`src/rtl/calc_pkg.sv`:
```
// Shared definitions for the keypad calculator core: key codes, FSM states and operators.
package calc_pkg;

  localparam logic [3:0] KEY_PLUS  = 4'd10;
  localparam logic [3:0] KEY_MINUS = 4'd11;
  localparam logic [3:0] KEY_TIMES = 4'd12;
  localparam logic [3:0] KEY_ENTER = 4'd14;
  localparam logic [3:0] KEY_CLEAR = 4'd15;

  typedef enum logic [2:0] {
    ST_SIGN1 = 3'd0,
    ST_DIG1  = 3'd1,
    ST_OP    = 3'd2,
    ST_SIGN2 = 3'd3,
    ST_DIG2  = 3'd4,
    ST_EXEC  = 3'd5,
    ST_MUL   = 3'd6,
    ST_DONE  = 3'd7
  } state_e;

  typedef enum logic [1:0] {
    OP_ADD = 2'd0,
    OP_SUB = 2'd1,
    OP_MUL = 2'd2
  } op_e;

  // Map an operator key onto the operator it selects.
  function automatic op_e key_to_op(input logic [3:0] k);
    case (k)
      KEY_MINUS: return OP_SUB;
      KEY_TIMES: return OP_MUL;
      default:   return OP_ADD;
    endcase
  endfunction

endpackage

```
`src/rtl/calc_engine_mult.sv`:
```
// Signed radix-2 shift-add multiplier; done pulses W cycles after start.
module seq_mult #(
  parameter int unsigned W = 11
) (
  input  logic           clk,
  input  logic           rst,
  input  logic           abort,
  input  logic           start,
  input  logic [W-1:0]   a,
  input  logic [W-1:0]   b,
  output logic [2*W-1:0] prod,
  output logic           done
);

  localparam int unsigned IW = $clog2(W);

  logic [2*W-1:0] acc_q, mcand_q, a_ext, addend;
  logic [W-1:0]   mplier_q;
  logic [IW-1:0]  idx_q;
  logic           run_q, done_q;

  assign a_ext  = {{W{a[W-1]}}, a};
  // The multiplier MSB carries negative weight, so its partial product is subtracted.
  assign addend = (idx_q == IW'(W - 1)) ? -mcand_q : mcand_q;

  // Bit 0 is consumed on the start edge, the remaining W-1 bits on following edges.
  always_ff @(posedge clk) begin
    if (rst || abort) begin
      acc_q    <= '0;
      mcand_q  <= '0;
      mplier_q <= '0;
      idx_q    <= '0;
      run_q    <= 1'b0;
      done_q   <= 1'b0;
    end else if (start) begin
      acc_q    <= b[0] ? a_ext : '0;
      mcand_q  <= a_ext << 1;
      mplier_q <= b >> 1;
      idx_q    <= IW'(1);
      run_q    <= 1'b1;
      done_q   <= 1'b0;
    end else begin
      done_q <= 1'b0;
      if (run_q) begin
        if (mplier_q[0]) acc_q <= acc_q + addend;
        mcand_q  <= mcand_q << 1;
        mplier_q <= mplier_q >> 1;
        idx_q    <= idx_q + IW'(1);
        if (idx_q == IW'(W - 1)) begin
          run_q  <= 1'b0;
          done_q <= 1'b1;
        end
      end
    end
  end

  assign prod = acc_q;
  assign done = done_q;

endmodule

```
`src/rtl/calc_engine.sv`:
```
// Keypad calculator core: signed operand entry, add/sub/mul, range-checked result.
// Define CALC_ECHO_EN to echo the operand being entered on result.
module calc_engine
  import calc_pkg::*;
#(
  parameter int unsigned DIGITS = 3,
  parameter int unsigned W      = 11
) (
  input  logic         clk,
  input  logic         rst,
  input  logic         key_valid,
  input  logic [3:0]   key_code,
  output logic [W-1:0] result,
  output logic         result_valid,
  output logic         overflow,
  output logic         busy
);

  localparam int unsigned CW = $clog2(DIGITS + 1);
  localparam logic signed [2*W-1:0] MAXV = (2*W)'(10**DIGITS - 1);

  state_e                 state_q, state_d;
  op_e                    opr_q, opr_d;
  logic [W-1:0]           op1_q, op1_d, op2_q, op2_d;
  logic                   neg1_q, neg1_d, neg2_q, neg2_d;
  logic [CW-1:0]          cnt_q, cnt_d;
  logic signed [2*W-1:0]  val_q, val_d;
  logic                   mpend_q, mpend_d, ld_q, ld_d;
  logic [W-1:0]           result_q, result_d;
  logic                   result_valid_q, result_valid_d;
  logic                   overflow_q, overflow_d, busy_q, busy_d;

  logic                   is_digit, is_sign, is_oper, in_range;
  logic [W-1:0]           digit_w, s1, s2;
  logic [W:0]             sum_c;
  logic                   mul_start_c, mul_abort_c, mul_done;
  logic [2*W-1:0]         mul_prod;

  assign is_digit = (key_code <= 4'd9);
  assign is_sign  = (key_code == KEY_PLUS) || (key_code == KEY_MINUS);
  assign is_oper  = is_sign || (key_code == KEY_TIMES);
  assign digit_w  = W'(key_code);
  assign s1       = neg1_q ? -op1_q : op1_q;
  assign s2       = neg2_q ? -op2_q : op2_q;
  assign sum_c    = (opr_q == OP_SUB) ? ({s1[W-1], s1} - {s2[W-1], s2})
                                      : ({s1[W-1], s1} + {s2[W-1], s2});
  assign in_range = (val_q <= MAXV) && (val_q >= -MAXV);

  seq_mult #(.W(W)) u_mult (
    .clk   (clk),
    .rst   (rst),
    .abort (mul_abort_c),
    .start (mul_start_c),
    .a     (s1),
    .b     (s2),
    .prod  (mul_prod),
    .done  (mul_done)
  );

  // Next-state, datapath and output decode.
  always_comb begin
    state_d        = state_q;
    opr_d          = opr_q;
    op1_d          = op1_q;
    op2_d          = op2_q;
    neg1_d         = neg1_q;
    neg2_d         = neg2_q;
    cnt_d          = cnt_q;
    val_d          = val_q;
    mpend_d        = 1'b0;
    ld_d           = mpend_q;
    result_d       = result_q;
    result_valid_d = 1'b0;
    overflow_d     = overflow_q;
    mul_start_c    = 1'b0;
    mul_abort_c    = 1'b0;

    if (ld_q) begin
      result_d       = in_range ? W'(val_q) : '0;
      overflow_d     = ~in_range;
      result_valid_d = 1'b1;
    end

    case (state_q)
      ST_SIGN1, ST_DONE: begin
        if (key_valid && (is_digit || is_sign)) begin
          op2_d      = '0;
          neg2_d     = 1'b0;
          overflow_d = 1'b0;
          state_d    = ST_DIG1;
          if (is_digit) begin
            op1_d  = digit_w;
            neg1_d = 1'b0;
            cnt_d  = CW'(1);
          end else begin
            op1_d  = '0;
            neg1_d = (key_code == KEY_MINUS);
            cnt_d  = '0;
          end
        end
      end
      ST_DIG1: begin
        if (key_valid) begin
          if (is_digit) begin
            if (cnt_q < CW'(DIGITS)) begin
              op1_d = op1_q * W'(10) + digit_w;
              cnt_d = cnt_q + CW'(1);
            end
          end else if (is_oper) begin
            opr_d   = key_to_op(key_code);
            cnt_d   = '0;
            state_d = ST_SIGN2;
          end else if (key_code == KEY_ENTER) begin
            state_d = ST_OP;
          end
        end
      end
      ST_OP: begin
        if (key_valid && is_oper) begin
          opr_d   = key_to_op(key_code);
          state_d = ST_SIGN2;
        end
      end
      ST_SIGN2: begin
        if (key_valid) begin
          if (is_sign) begin
            neg2_d  = (key_code == KEY_MINUS);
            state_d = ST_DIG2;
          end else if (is_digit) begin
            op2_d   = digit_w;
            cnt_d   = CW'(1);
            state_d = ST_DIG2;
          end else if (key_code == KEY_ENTER) begin
            state_d = ST_EXEC;
          end
        end
      end
      ST_DIG2: begin
        if (key_valid) begin
          if (is_digit) begin
            if (cnt_q < CW'(DIGITS)) begin
              op2_d = op2_q * W'(10) + digit_w;
              cnt_d = cnt_q + CW'(1);
            end
          end else if (key_code == KEY_ENTER) begin
            state_d = ST_EXEC;
          end
        end
      end
      ST_EXEC: begin
        if (opr_q == OP_MUL) begin
          mul_start_c = 1'b1;
          state_d     = ST_MUL;
        end else begin
          val_d   = {{(W-1){sum_c[W]}}, sum_c};
          ld_d    = 1'b1;
          state_d = ST_DONE;
        end
      end
      ST_MUL: begin
        // Product gets an extra register stage before its range check.
        if (mul_done) begin
          val_d   = mul_prod;
          mpend_d = 1'b1;
          state_d = ST_DONE;
        end
      end
      default: ;
    endcase

    if (key_valid && (key_code == KEY_CLEAR)) begin
      state_d        = ST_SIGN1;
      opr_d          = OP_ADD;
      op1_d          = '0;
      op2_d          = '0;
      neg1_d         = 1'b0;
      neg2_d         = 1'b0;
      cnt_d          = '0;
      mpend_d        = 1'b0;
      ld_d           = 1'b0;
      mul_start_c    = 1'b0;
      mul_abort_c    = 1'b1;
      result_d       = result_q;
      result_valid_d = 1'b0;
      overflow_d     = 1'b0;
    end

`ifdef CALC_ECHO_EN
    if (key_valid && (key_code != KEY_CLEAR)) begin
      if ((state_d == ST_SIGN1) || (state_d == ST_DIG1))
        result_d = neg1_d ? -op1_d : op1_d;
      else if ((state_d == ST_SIGN2) || (state_d == ST_DIG2))
        result_d = neg2_d ? -op2_d : op2_d;
    end
`endif

    busy_d = (state_d == ST_EXEC) || (state_d == ST_MUL);
  end

  always_ff @(posedge clk) begin
    if (rst) begin
      state_q        <= ST_SIGN1;
      opr_q          <= OP_ADD;
      op1_q          <= '0;
      op2_q          <= '0;
      neg1_q         <= 1'b0;
      neg2_q         <= 1'b0;
      cnt_q          <= '0;
      val_q          <= '0;
      mpend_q        <= 1'b0;
      ld_q           <= 1'b0;
      result_q       <= '0;
      result_valid_q <= 1'b0;
      overflow_q     <= 1'b0;
      busy_q         <= 1'b0;
    end else begin
      state_q        <= state_d;
      opr_q          <= opr_d;
      op1_q          <= op1_d;
      op2_q          <= op2_d;
      neg1_q         <= neg1_d;
      neg2_q         <= neg2_d;
      cnt_q          <= cnt_d;
      val_q          <= val_d;
      mpend_q        <= mpend_d;
      ld_q           <= ld_d;
      result_q       <= result_d;
      result_valid_q <= result_valid_d;
      overflow_q     <= overflow_d;
      busy_q         <= busy_d;
    end
  end

  assign result       = result_q;
  assign result_valid = result_valid_q;
  assign overflow     = overflow_q;
  assign busy         = busy_q;

endmodule

```
`config.mk`:
```
export PLATFORM = sky130hd
export DESIGN_NAME = calc_engine
export DESIGN_NICKNAME = d
export VERILOG_FILES = /design/src/rtl/calc_pkg.sv /design/src/rtl/calc_engine_mult.sv /design/src/rtl/calc_engine.sv
export SDC_FILE = /design/constraint.sdc
export NUM_CORES = 1
export LEC_CHECK = 0
export CORE_MARGIN = 2
export CORE_UTILIZATION = 40
export CTS_CLUSTER_DIAMETER = 30
export DETAILED_ROUTE_END_ITERATION = 6
export GPL_TIMING_DRIVEN = 1
export PLACE_DENSITY_LB_ADDON = 0.2
export SLEW_MARGIN = 0
export SYNTH_ARGS = -nofsm -noshare
export SYNTH_HDL_FRONTEND = slang
export SYNTH_SLANG_ARGS = --single-unit
```
`constraint.sdc`:
```
create_clock -name clk -period 3.8 [get_ports clk]
set_clock_uncertainty 0.05 [all_clocks]
set_input_delay 0.95 -clock clk [delete_from_list [all_inputs] [get_ports clk]]
set_output_delay 0.95 -clock clk [all_outputs]
set_load 0.01 [all_outputs]
```
==> run metrics, run 1 <==
cts bufs inserted 17; Internal Power approximately 2.4 mW; Area after DPL between 0.009 and 0.01 mm2; Final Instance Count excl. Fillers roughly 1400; global-route total usage across every layer 0.203; vias in the first global route about 7700; row count 54; Port Buffers 20; Net Count, Synth 1192; synthesized area per cell roughly 8 um2; Die ar. between 0.02 and 0.025 mm2; Period minus WS final ~3600 ps; Worst EP required 4040 ps; Clock transition at path regs 60 ps; Post-synth ARST share 0; synth cell count leaders 128 x dfxtp_1, 121 x nor2_1, 101 x a21oi_1; H-tree depth 4; Synth top area share 0.284; Final Instance Area slightly above 0.01 mm2; Peak VDD IR roughly 250 uV; dpl cells approximately 1400; io pins 21; clock root cell clkbuf_16; antenna violations before repair 0; Routed WL around 24000 um; outcome finished, final reports clean; sequential share of the synthesized area 0.284; drt drc 0; post-synth design cell area between 0.009 and 0.01 mm2; area delta synth->final 14.0%; DR pass1 iterations 5; starting density of the core 0.410; Sw Pwr between 0.9 and 1 mW; Final #Nets 1223; count leader, synth dfxtp_1; fmax 275 MHz; Net Sw Frac 0.288; clock sinks 128; clock power share 0.452; Top FF cell, synth dfxtp_1; combinational power share 0.145; Max Cap Viol 0; HP Class flop to flop; CTS tree built; first-pass GRT wire length approximately 39000 um; Critical Path Start Type flop; Antenna diodes 0; Leak 4.24 nW; drt wl/cell about 17 um; grt total ovfl 0; top cells by area, synth dfxtp_1 28%, ha_1 9.6%, xnor2_1 6.0%; CP max FO 5; worst skew pair latency approximately 420 ps; maximum clock path buffer count 2; flops & latches, synth around 130; Setup CP Type flop to flop; worst slack, placed approximately 110 ps; # setup viols final 0; layout cells sized above 1 0.107; Die W 154 um; GP Congestion 0.912; via count of the routed design roughly 8000; Data arrival, critical path around 3900 ps; area leader, netlist dfxtp_1; Final Hold Vio Count 0; Synth Instances approximately 1100; core footprint 0.0220 mm2; DRT antenna net count 0; fin crit share 0.955; Die H 154 um; number of setup buffers added after CTS 0; Slew Limit Headroom 0.262; post-route worst setup slack 170 ps; Setup TNS Final 0 ps; Worst-Margin Slew approximately 1100 ps; DRT iter0 DRCs 488; total chip power around 3.4 mW; Max Slew Vio Count 0; synth unique cells 73; largest net degree at the start of global routing 42; Ys Warns 0; Pwr Density 329 mW/mm2; HPWL Detailed 18100 um; number of synthesized flops with an enable pin 0; vias per inst between 5 and 6; CP Capture Type flop; sequential power share 0.403
## sequential cells by signal, summed over array words and instances (netlist names), 2 cells and up
register and flops:
u_mult.prod 22, u_mult.idx_q 4, op1_q 11, state_q 3
opr_q 2, u_mult.mcand_q 21, val_q 22, op2_q 11
u_mult.mplier_q 10, cnt_q 2, result 11
## repair_timing
item                                    4_1_cts  5_1_grt
resized for setup                             0       17
endpoints found under the setup margin        0       15
hold buffers                                  0        0
## critical path, stage by stage (launching register included)
cell,delay [ps]
dfxtp_1,310
or4_4,580
o41ai_2,240
xor2_1,280
nand4_2,160
nor2_1,170
a21oi_1,100
xor2_1,160
ha_1,350
or3_1,370
o21ai_0,90
a21oi_1,100
xnor2_2,250
buf_4,220
a211oi_2,70
## logic make-up (layout without fill, tap and decap cells)
logic type                 Yosys count  count (layout)  synth area share
and+or+nand+nor                    363             363             0.190
AOI/OAI and AO/OA                  317             317             0.232
DFF                                128             128             0.284
xor gates and xnor gates           105             105             0.106
buffers and inverters               91             135            0.0445
adders and majority gates           75              75             0.109
muxes                               31              31            0.0345
## final cells by class
class | count | area (um2)
Fill cell | 2185 | 11700
Multi-Input combinational cell | 891 | 6140
Sequential cell | 128 | 2560
Timing Repair Buffer | 68 | 564
Clock buffer | 19 | 443
Tap cell | 280 | 350
Inverter | 35 | 131
Clock inverter | 13 | 104
## layer usage
metal | vias to the layer above | wire length, um | global-route usage
li1 | 4067 | - | -
met1 | 3841 | 11300 | 0.266
met2 | 183 | 11200 | 0.331
met3 | 55 | 811 | 0.0303
met4 | 0 | 909 | 0.0966
met5 | - | 0 | 0
## placed cells by master, fill, tap and decap left out, drive strengths merged, types with 10 or more instances in the layout
cell type	count
a211oi	52
a21o	13
a21oi	101
a22oi	10
buf	48
clkbuf	19
clkdlybuf4s50	20
dfxtp	128
ha	69
inv	40
mux2i	30
nand2	82
nand3	28
nor2	122
nor2b	21
nor3	38
o21ai	68
or3	19
xnor2	63
xor2	42
## path summary, 6_finish.rpt
path / start / slack (ps) / depth (start not counted) / to
worst min-delay path: mpend_q / 400 / 2 / ld_q
worst max register to register: op2_q[2] / 170 / 14 / val_q[14]
worst max-delay path: op2_q[2] / 170 / 14 / val_q[14]
worst min register to register: mpend_q / 400 / 2 / ld_q
## through the flow
stage / util / hold slack (ps)
4_1_cts: 0.464 / 401
6_report: 0.468 / 397
2_1_floorplan: - / 366
3_5_place_dp: 0.439 / 385
5_1_grt: 0.468 / 427
3_3_place_gp: 0.439 / 387
## power by group through the flow
stage               registers (mW)  logic [mW]  clock network [mW]
finish                        1.37       0.493                1.53
global route                  1.37       0.542                1.62
CTS                           1.36       0.472                1.56
detailed placement            1.39       0.470                   0
global placement              1.39       0.468                   0
floorplan                     1.39       0.344                   0
Note: power is estimated with default switching activity, not from simulation.
==> run 2, diff against run 1 <==
--- a/config.mk
+++ b/config.mk
@@ -5,6 +5,7 @@
 export SDC_FILE = /design/constraint.sdc
 export NUM_CORES = 1
 export LEC_CHECK = 0
+export CAP_MARGIN = 20
 export CORE_MARGIN = 2
 export CORE_UTILIZATION = 40
 export CTS_CLUSTER_DIAMETER = 30
==> run metrics, run 2 (synthesized netlist as in run 1, its figures left out) <==
Worst EP required 4030 ps (was 4040 ps); area delta synth->final 14.1% (was 14.0%); Port Buffers 20 (unchanged); worst skew pair latency 420 ps (about the same); GP Congestion 0.912 (unchanged); fin crit share 0.952 (was 0.955); CTS tree built (unchanged); Data arrival, critical path 3850 ps (was 3870 ps); total chip power 3.39 mW (about the same); Final Instance Count excl. Fillers 1435 (was 1434); cts hold-fix bufs 0 (unchanged); dpl cells 1401 (unchanged); Final Core Density 0.468 (about the same); most frequent cells in the layout 127 x dfxtp_1, 120 x nor2_1, 101 x a21oi_1, 82 x nand2_1, 68 x ha_1 (unchanged); drt wl/cell 16.8 um (about the same); Die H 154 um (unchanged); # setup viols final 0 (unchanged); Leak 4.25 nW (was 4.24 nW); number of setup buffers added after CTS 0 (unchanged); metal3 WL 807 um (was 811 um); M1 WL 11300 um (about the same); Worst-Margin Slew 935 ps (was 1090 ps); core footprint 0.0220 mm2 (unchanged); starting density of the core 0.410 (unchanged); global-route total usage across every layer 0.203 (unchanged); grt total ovfl 0 (unchanged); DR pass1 iterations 5 (unchanged); slowest cell delay on critical path 580 ps (about the same); Period minus WS final 3620 ps (was 3630 ps); io pins 21 (unchanged); cts bufs inserted 17 (unchanged); Top Metal Used met4 (unchanged); drt drc 0 (unchanged); Max Cap Viol 0 (unchanged); commonest non-fill, non-tap cell in the layout dfxtp_1 (unchanged); fmax 276 MHz (was 275 MHz); H-tree depth 4 (unchanged); slowest cell on the critical path or4_4 (unchanged); outcome finished, final reports clean (unchanged); HP Class flop to flop (unchanged); antenna violations before repair 0 (unchanged); Die W 154 um (unchanged); CP Capture Type flop (unchanged); Final #Nets 1224 (was 1223); layout cells sized above 1 0.108 (was 0.107); DRT iter0 DRCs 476 (was 488); CP max FO 5 (unchanged); largest net degree at the start of global routing 42 (unchanged); Antenna diodes 0 (unchanged); DRT antenna net count 0 (unchanged); first-pass GRT wire length 39300 um (unchanged); Setup CP Type flop to flop (unchanged); vias per inst 5.66 (was 5.68); CTS resizes 0 (unchanged); maximum clock path buffer count 2 (unchanged); Crit path max-delay family simple AND/OR/NAND/NOR gates (unchanged); Critical Path Start Type flop (unchanged); Routed WL 24100 um (about the same); CP Cell Sequence or4_4, o41ai_2, xor2_1, nand4_2, nor2_1, a21oi_1, xor2_1, ha_1, or3_1, o21ai_0, a21oi_1, xnor2_2, buf_4, a211oi_2 (unchanged); Die ar. 0.0238 mm2 (unchanged); Clock transition at path regs 60 ps (about the same); HPWL Detailed 18100 um (unchanged); routed length on met2 11100 um (was 11200 um); Final Hold Vio Count 0 (unchanged); Slew Limit Headroom 0.375 (was 0.262); clock root cell clkbuf_16 (unchanged); via count of the routed design 8123 (was 8146); vias in the first global route 7689 (unchanged); buffer and inverter count on the worst path 1 (unchanged); Pwr Density 329 mW/mm2 (about the same); row count 54 (unchanged); Peak VDD IR 244 uV (was 247 uV); Max Slew Vio Count 0 (unchanged); clock sinks 128 (unchanged)
-- run 2: changes by cell type in the layout (fill, tap and decap cells not counted) --
cell	delta
buf_2	+1
-- run 2: final timing paths --
| check | cells past startpoint | startpoint | end | slack [ps] |
|---|---|---|---|---|
| worst max-delay path | 14 | op2_q[2] | val_q[14] | 180 |
| worst min-delay path | 2 | mpend_q | ld_q | 400 |
| worst min register to register | 2 | mpend_q | ld_q | 400 |
| worst max register to register | 14 | op2_q[2] | val_q[14] | 180 |
-- run 2: worst reg2reg max path, delay by kind of cell (launching register included) --
family,cells,cell delay [ps]
AO/OA/AOI/OAI,5,600
XOR/XNOR,3,680
adder cells (fa/ha/maj),1,350
AND/OR/NAND/NOR,4,1280
buffers and inverters,1,220
flip-flops,1,310
-- run 2: layer usage --
layer	vias up	global-route usage
li1	4076	-
met1	3831	0.266
met2	167	0.331
met3	49	0.0303
met4	0	0.0966
met5	-	0
-- run 2: final cells by class --
class | instances | area (um2)
clock buffer | 19 | 443
clock inverter | 13 | 104
fill | 2185 | 11700
inverter | 35 | 131
multi-input combinational | 891 | 6140
sequential | 128 | 2560
tap | 280 | 350
timing repair buffer | 69 | 569
-- run 2: power breakdown --
part           internal, mW  switching (mW)  total, mW
combinational         0.201           0.291      0.493
clock                 0.862           0.667       1.53
sequential             1.35          0.0138       1.37
total                  2.41           0.972       3.39
-- run 2: per-stage QoR --
step	worst slack [ps]	instance area [um2]	setup TNS [ps]	hold slack, ps
CTS	84.8	10200	0	401
floorplan	259	9030	0	366
global route	-125	10300	-125	427
global placement	155	9670	0	387
finish	181	10300	0	397
detailed placement	106	9670	0	385
